**config.mk**
```make
export PLATFORM = sky130hd
export DESIGN_NAME = dmem_responder
export DESIGN_NICKNAME = d
export VERILOG_FILES = /design/src/rtl/dmem_responder.sv
export SDC_FILE = /design/constraint.sdc
export NUM_CORES = 2
export LEC_CHECK = 0
export ABC_AREA = 1
export BUFFER_PORTS_ARGS = -buffer_cell sky130_fd_sc_hd__buf_2
export CAP_MARGIN = 15
export CORE_MARGIN = 2
export CORE_UTILIZATION = 35
export DETAILED_ROUTE_END_ITERATION = 10
export PLACE_DENSITY_LB_ADDON = 0.05
export SETUP_SLACK_MARGIN = 0.2
export SYNTH_ARGS = -nofsm -noshare
export SYNTH_HDL_FRONTEND = slang
export SYNTH_SLANG_ARGS = --single-unit
export TNS_END_PERCENT = 1
```
**constraint.sdc**
```tcl
create_clock -name clk -period 3.65 [get_ports clk]
set_input_delay 0.1825 -clock clk [delete_from_list [all_inputs] [get_ports clk]]
set_output_delay 0.1825 -clock clk [all_outputs]
set_load 0.005 [all_outputs]
```
**src/rtl/dmem_responder.sv**
```systemverilog
// Data-memory responder for a single-cycle RISC-V core: word RAM plus an
// MMIO block with an output FIFO, a free-running cycle counter and drop count.
module dmem_responder #(
  parameter int RAM_WORDS  = 64,
  parameter int FIFO_DEPTH = 4
) (
  input  logic        clk,
  input  logic        reset,
  input  logic        MemWrite,
  input  logic [31:0] Addr,
  input  logic [31:0] WriteData,
  output logic [31:0] ReadData,
  output logic [31:0] OutData,
  output logic        OutValid,
  input  logic        OutReady
);

  localparam int AW = $clog2(RAM_WORDS);
  localparam int PW = $clog2(FIFO_DEPTH);
  localparam int CW = PW + 1;
  localparam logic [CW-1:0] DEPTH_C = CW'(FIFO_DEPTH);

  logic [31:0]   ram_q  [RAM_WORDS];
  logic [31:0]   fifo_q [FIFO_DEPTH];

  logic [PW-1:0] rd_ptr_q, rd_ptr_d;
  logic [PW-1:0] wr_ptr_q, wr_ptr_d;
  logic [CW-1:0] count_q, count_d;
  logic [31:0]   cycles_q, cycles_d;
  logic [7:0]    drops_q, drops_d;

  logic          is_ram, is_mmio;
  logic [1:0]    off;
  logic [AW-1:0] ram_idx;
  logic          ram_we, fifo_we;
  logic          push_req, push, pop;
  logic          full, empty, cyc_wr;
  logic [5:0]    cnt6;

  logic          unused;
  assign unused = ^{Addr[27:AW+2], Addr[1:0]};

  // Address decode and FIFO handshake qualification.
  always_comb begin
    is_ram   = (Addr[31:28] == 4'h0);
    is_mmio  = (Addr[31:28] == 4'hF);
    off      = Addr[3:2];
    ram_idx  = Addr[AW+1:2];
    full     = (count_q == DEPTH_C);
    empty    = (count_q == '0);
    pop      = !empty && OutReady;
    push_req = MemWrite && is_mmio && (off == 2'd0);
    // A pop in the same cycle frees a slot, so a full FIFO still accepts.
    push     = push_req && (!full || pop);
    cyc_wr   = MemWrite && is_mmio && (off == 2'd2);
    ram_we   = MemWrite && is_ram && !reset;
    fifo_we  = push && !reset;
  end

  // Next-state for FIFO pointers, occupancy, counters.
  always_comb begin
    rd_ptr_d = rd_ptr_q;
    wr_ptr_d = wr_ptr_q;
    count_d  = count_q;
    drops_d  = drops_q;
    cycles_d = cycles_q + 32'd1;
    if (pop)
      rd_ptr_d = rd_ptr_q + 1'b1;
    if (push)
      wr_ptr_d = wr_ptr_q + 1'b1;
    if (push && !pop)
      count_d = count_q + 1'b1;
    else if (pop && !push)
      count_d = count_q - 1'b1;
    if (push_req && !push && drops_q != 8'hFF)
      drops_d = drops_q + 8'd1;
    if (cyc_wr)
      cycles_d = WriteData;
  end

  // Control state register; reset wins over any access.
  always_ff @(posedge clk) begin
    if (reset) begin
      rd_ptr_q <= '0;
      wr_ptr_q <= '0;
      count_q  <= '0;
      cycles_q <= '0;
      drops_q  <= '0;
    end else begin
      rd_ptr_q <= rd_ptr_d;
      wr_ptr_q <= wr_ptr_d;
      count_q  <= count_d;
      cycles_q <= cycles_d;
      drops_q  <= drops_d;
    end
  end

  // Storage arrays; never reset.
  always_ff @(posedge clk) begin
    if (ram_we)
      ram_q[ram_idx] <= WriteData;
    if (fifo_we)
      fifo_q[wr_ptr_q] <= WriteData;
  end

  // Zero-latency load path and FIFO head.
  always_comb begin
    cnt6     = 6'(count_q);
    ReadData = '0;
    unique case (1'b1)
      is_ram:  ReadData = ram_q[ram_idx];
      is_mmio: begin
        unique case (off)
          2'd0: ReadData = '0;
          2'd1: ReadData = {24'b0, cnt6, full, empty};
          2'd2: ReadData = cycles_q;
          2'd3: ReadData = {24'b0, drops_q};
        endcase
      end
      default: ReadData = '0;
    endcase
    OutData  = fifo_q[rd_ptr_q];
    OutValid = !empty;
  end

endmodule

```
# Word level (Yosys, flattened, before mapping)
# Memories as Yosys holds them, arrays and structs flattened. A register that Yosys moved wholly into a read port is not among the register bits.
# Index checks and enable logic that the tools add are counted.
[totals]
regBits = 47
ramBits = 2176
in_bits = 68
out_inout_bits = 65
elab_cells = 52
n_memories = 2
[op_classes]
add_sub_neg = 6
n_eq_ne = 6
muxes = 11
reduce_logical = 22
[memory_table]
columns = ["memory", "depth", "word_bits", "rd", "rd_ports_with_merged_regs", "wr", "line", "text"]
rows = [
  ["ram_q", 64, 32, 1, 0, 1, "23", "logic [31:0] ram_q [RAM_WORDS];"],
  ["fifo_q", 4, 32, 1, 1, 1, "24", "logic [31:0] fifo_q [FIFO_DEPTH];"],
]
[ops]
columns = ["op", "n"]
rows = [
  ["$pmux 32 s4", 1],
  ["$pmux 32 s2", 1],
  ["$add 32x1->32 const B", 1],
  ["$mux 32", 1],
  ["$logic_and 1x1->1", 12],
  ["$add 8x1->8 const B", 1],
  ["$ne 8x8->1 const B", 1],
  ["$mux 3", 2],
  ["$logic_not 1->1", 5],
  ["$add 2x1->2 const B", 2],
  ["$eq 2x2->1 const B", 2],
  ["$eq 4x4->1 const B", 1],
  ["$logic_not 4->1", 1],
  ["$mux 1", 4],
  ["$mux 2", 2],
  ["$add 3x1->3 const B", 1],
  ["$eq 3x3->1 const B", 1],
  ["$logic_not 3->1", 1],
  ["$sub 3x1->3 const B", 1],
  ["$eq 2x1->1 const B", 1],
  ["$logic_not 2->1", 1],
  ["$reduce_bool 2->1", 1],
  ["$logic_or 1x1->1", 1],
]

# Longest topological paths before layout
[logic_depth]
ltp_word = 9
ltp_mapped = 15

# Least setup slack after synthesis
# OpenSTA, ideal clock, no wires.
[synth_timing]
kind = "input-to-reg"
from = "input Addr[5]"
to = "memory ram_q[26][0] (enable)"
setup_time_ns = 0.421
arrival_ns = 2.596
t_required_ns = 3.229
slack_ns = 0.633
path_stages = 6
path_cell_list = "buf_2 > inv_1 > nor2_1 > clkbuf_1 > inv_1 > nor2_1"
[synth_lines]
columns = ["item", "line", "text"]
rows = [
  ["start: declaration", "10", "input logic [31:0] Addr,"],
  ["end: declaration", "23", ""],
]
# No word-level cell before the write port.

# Worst setup path after layout
[layout_timing]
from = "memory ram_q[59][27]"
to = "output ReadData[27]"
[layout_via]
elab_chain_len = 2
[layout_rtl]
columns = ["item", "line", "text"]
rows = [
  ["$mem_v2 64x32", "-", ""],
  ["$pmux 32 s2", "110", "unique case (1'b1)"],
  ["end: declaration", "12", "output logic [31:0] ReadData,"],
]
# Every way passes these cells.

==> impl_summary.log <==
[metrics] TritonCTS clock tree: yes
[metrics] effective utilization at floorplan: 0.3517
[metrics] Die X-Extent: 511.7 um
[metrics] cell breakdown of the critical path: nand2_1 -> nand2_1 -> nand2_1 -> nand2_1 -> nand2_1 -> nand2_1 -> nand2_1 -> nand2_1 -> a21oi_1 -> nand2_1 -> nand2_1 -> nand2_1 -> buf_2
[metrics] static leakage: between 30 and 40 nW
[metrics] routability congestion estimate: 0.8636
[metrics] clock-pin slew on the worst setup and hold paths: around 0.060 ns
[metrics] initial antenna violation count: 25
[metrics] hold path cells: 1
[metrics] Post-synth ARST share: 0
[metrics] biggest area contributors in the synthesized netlist: sky130_fd_sc_hd__edfxtp_1 72%, sky130_fd_sc_hd__nand2_1 15%, sky130_fd_sc_hd__nand3_1 3.1%, sky130_fd_sc_hd__nand4_1 1.6%, sky130_fd_sc_hd__dfxtp_1 1.1%
[metrics] unrepaired setup endpoints after global routing: yes
[metrics] filler cell count in the final layout: 24390
[metrics] global routing usage summed across all routing layers: 0.2408
[metrics] Mapped Nets: about 8000
[metrics] Crit Path Category: flop to output pin
[metrics] power density of the placed cells: ~540 mW/mm^2
[metrics] count of vias placed by the detailed router: ~60000
[metrics] highest fanout seen on the critical path: 1
[metrics] cell row count: 186
[metrics] Final Hold Vio Count: 0
[metrics] Critical Path Most Common Cell: sky130_fd_sc_hd__nand2_1
[metrics] area added between synthesis and finish: 17.61%
[metrics] number of routed nets with antenna violations: 0
[metrics] worst-case clock buffer depth: 4
[metrics] share of the synthesized area in the top cell type: 0.7244
[metrics] final HPWL from detailed placement: between 150 and 200 mm
[metrics] peak supply drop: about 0.00048 V
[metrics] net total in the final layout: a little over 8000
[metrics] critical path data arrival time: between 3 and 4 ns
[metrics] Avg Cell Area, Syn: 11.36 um^2
[metrics] met1 track demand over resource in global routing: 0.3353
[metrics] Min Clock Period, post-route: 3.336 ns
[metrics] synthesized netlist cell count: 7941
[metrics] latest clock arrival within the worst-skew pair: roughly 0.92 ns
[metrics] Final Cycle Share: 0.9140
[metrics] cell with the most instances after synthesis: sky130_fd_sc_hd__nand2_1
[metrics] global-route wire length before repair: 449.5 mm
[metrics] number of distinct library cell variants in the gate-level netlist after synthesis: between 40 and 50
[metrics] register bit count reported by yosys: around 2200
[metrics] remaining global-route overflow: 0
[metrics] Hold Path End: fifo_q[3][5]
[metrics] master of the slowest instance on the critical path: sky130_fd_sc_hd__a21oi_1
[metrics] class of the worst hold path: input port to flop
[metrics] final std cell area, no fill: approximately 0.11 mm^2
[metrics] pre-CTS worst setup slack: ~0.47 ns
[metrics] relative max-transition margin: 0.2295
[metrics] count of unresolved DRC violations after routing: 0
[metrics] average vias per placed instance: roughly 5.1
[metrics] First DRT Iteration DRCs: ~5100
[metrics] Worst setup EP type: output pin
[metrics] final total negative setup slack: 0 ns
[metrics] number of buffers created by CTS: around 270
[metrics] result of the run: finished, final reports clean
[metrics] level count of the clock H-tree: 5
[metrics] Netlist Area Pre-Place: 0.09021 mm^2
[metrics] master cell of the clock root buffer: sky130_fd_sc_hd__clkbuf_16
[metrics] I/O pin cnt: ~130
[metrics] DRT Wirelength: roughly 320 mm
[metrics] number of cells traversed by the worst register-to-register path: 10
[metrics] cell count after placement: 11310
[metrics] DP Area: 0.09754 mm^2
[metrics] mean routed wirelength per cell: about 27 um
[metrics] pins over their slew limit: 0
[metrics] core outline area: ~0.26 mm^2
[metrics] delay of the slowest cell on the worst path: 0.72 ns
[metrics] number of buffer cells added on primary ports: 110
[metrics] vias in the first global route: a little under 60000
[metrics] startpoint of the lowest-slack register-to-register path: drops_q[0]
[metrics] overall die height: about 510 um
[metrics] total clock sinks: between 2000 and 2500
[metrics] clock tree skew after final layout: around 0.032 ns
[metrics] die area: ~0.26 mm^2
[metrics] library cell with the largest summed area after synthesis: sky130_fd_sc_hd__edfxtp_1
[metrics] commonest cells in the netlist: 3656 x sky130_fd_sc_hd__nand2_1, 2176 x sky130_fd_sc_hd__edfxtp_1, 567 x sky130_fd_sc_hd__nand3_1, 240 x sky130_fd_sc_hd__nor2_1, 231 x sky130_fd_sc_hd__nand4_1
[metrics] Yosys warnings: 0
[metrics] Setup Viol. Count Final: 0
[metrics] sequential-to-total area share from yosys stat: 0.7353
[metrics] endpoint required time on the critical path: about 3.5 ns
[metrics] start point of the critical path: ram_q[59][27]
[metrics] setup slack of the worst register-to-register path: approximately 0.91 ns
[metrics] count of placed standard cells in the final layout, fillers left out: approximately 12000
[metrics] # Max-Cap Violations: 0
[metrics] slew of the pin with the lowest slew margin: between 1 and 1.5 ns
[metrics] Post-synth EDFFs: between 2000 and 2500
[metrics] sort of element at the start of the critical path: flop
[metrics] met2 Resource Use GR: 0.3924
[metrics] layer with the highest usage after global routing: met2
[metrics] commonest register cell after synthesis: sky130_fd_sc_hd__edfxtp_1
[metrics] share of layout cells above drive strength 1: 0.09930
[metrics] GR Layer Usage met3: 0.03453
[metrics] reg-to-reg critical path endpoint: drops_q[7]
[metrics] detailed-router iteration count before antenna repair: 8
[metrics] largest net degree at the start of global routing: between 100 and 150
[metrics] highest clock rate: between 200 and 300 MHz
[metrics] final critical-path setup slack: 0.3140 ns
[metrics] launch point of the worst hold path: WriteData[5]
[metrics] total setup buffers inserted after CTS: 0
-- cell families after synthesis --
family,synth area share
buffers and inverters,0.02874
AOI/OAI and AO/OA,0.01981
DFF,0.7353
adders and majority gates,0.001193
xor gates and xnor gates,0.001651
and+or+nand+nor,0.2134
-- area by class of cell --
| cell class | instances | area, um^2 | area share |
|---|---|---|---|
| sequential | 2225 | 66320 | 0.6252 |
| multi-input combinational | 5104 | 21840 | 0.2059 |
| clock buffer | 373 | 7480 | 0.07050 |
| timing repair buffer | 449 | 4771 | 0.04497 |
| tap | 3384 | 4234 | 0.03991 |
| inverter | 188 | 738.2 | 0.006958 |
| clock inverter | 80 | 671.9 | 0.006333 |
| antenna | 10 | 25.02 | 0.0002359 |
-- how the worst max path moves through the flow --
stage / slack [ns] / to / cells past startpoint
after floorplan: 0.63 / ram_q[26][0] / 6
after global placement: 0.47 / cycles_q[29] / 14
after detailed placement: 0.47 / cycles_q[25] / 13
after CTS: 0.20 / ReadData[8] / 11
after global routing: 0.19 / ReadData[8] / 11
final: 0.31 / ReadData[27] / 13
-- critical path, delay by kind of cell (launching register included) --
kind | cells | cell delay, ns
simple gates | 11 | 0.99
compound gates | 1 | 0.72
flops | 1 | 0.36
buf+inv | 1 | 0.15
-- metrics by stage --
stage,power (mW),util,hold WS [ns]
global route,59.34,0.4136,0.07155
finish,57.47,0.4137,0.08916
floorplan,30.39,-,0.2516
global placement,32.62,0.3803,0.4370
detailed placement,32.66,0.3803,0.4427
CTS,58.12,0.4135,0.03162
-- state kept, by name (all words and copies together), names as in the netlist, named ones only --
register  flops
count_q       3
cycles_q     32
drops_q       8
fifo_q      128
ram_q      2048
rd_ptr_q      2
wr_ptr_q      2
-- what timing repair did --
item,CTS,global route
endpoints found under the setup margin,1,3
hold buffers,36,0
gates resized for setup,1,1
endpoints found under the hold margin,998,0
pin swaps,0,0
-- power breakdown --
part,switching [mW],internal (mW)
sequential,0.0234,28.1
clock,10.3,15.1
combinational,3.03,0.968
-- layout by cell type, fill, tap and decap left out, types with 12 or more instances in the layout --
cell type | netlist | layout
sky130_fd_sc_hd__clkinv_2 | 0 | 19
sky130_fd_sc_hd__buf_2 | 183 | 82
sky130_fd_sc_hd__nand2_1 | 3656 | 3655
sky130_fd_sc_hd__nand3_1 | 567 | 567
sky130_fd_sc_hd__inv_1 | 178 | 177
sky130_fd_sc_hd__nor2_4 | 3 | 74
sky130_fd_sc_hd__clkbuf_16 | 0 | 283
sky130_fd_sc_hd__nand3b_1 | 13 | 13
sky130_fd_sc_hd__edfxtp_1 | 2176 | 2176
sky130_fd_sc_hd__clkbuf_1 | 154 | 84
sky130_fd_sc_hd__o22ai_1 | 35 | 35
sky130_fd_sc_hd__a21oi_1 | 148 | 148
sky130_fd_sc_hd__bufinv_16 | 0 | 12
sky130_fd_sc_hd__buf_4 | 17 | 208
sky130_fd_sc_hd__dfxtp_1 | 49 | 48
sky130_fd_sc_hd__nor2_1 | 240 | 168
sky130_fd_sc_hd__clkinv_1 | 4 | 46
sky130_fd_sc_hd__nand4_1 | 231 | 231
sky130_fd_sc_hd__dlygate4sd3_1 | 0 | 36
sky130_fd_sc_hd__buf_12 | 0 | 119
sky130_fd_sc_hd__o21ai_1 | 24 | 22
sky130_fd_sc_hd__o21ai_0 | 103 | 103
sky130_fd_sc_hd__nor3_1 | 14 | 14
-- layer usage --
metal	vias to the layer above	wire [um]	share of wire
li1	27840	-	-
met4	2	8454	0.026
met3	353	16780	0.052
met2	1606	151000	0.47
met1	30630	143400	0.45
met5	-	12	0.000038
(Power assumes the default switching activity.)
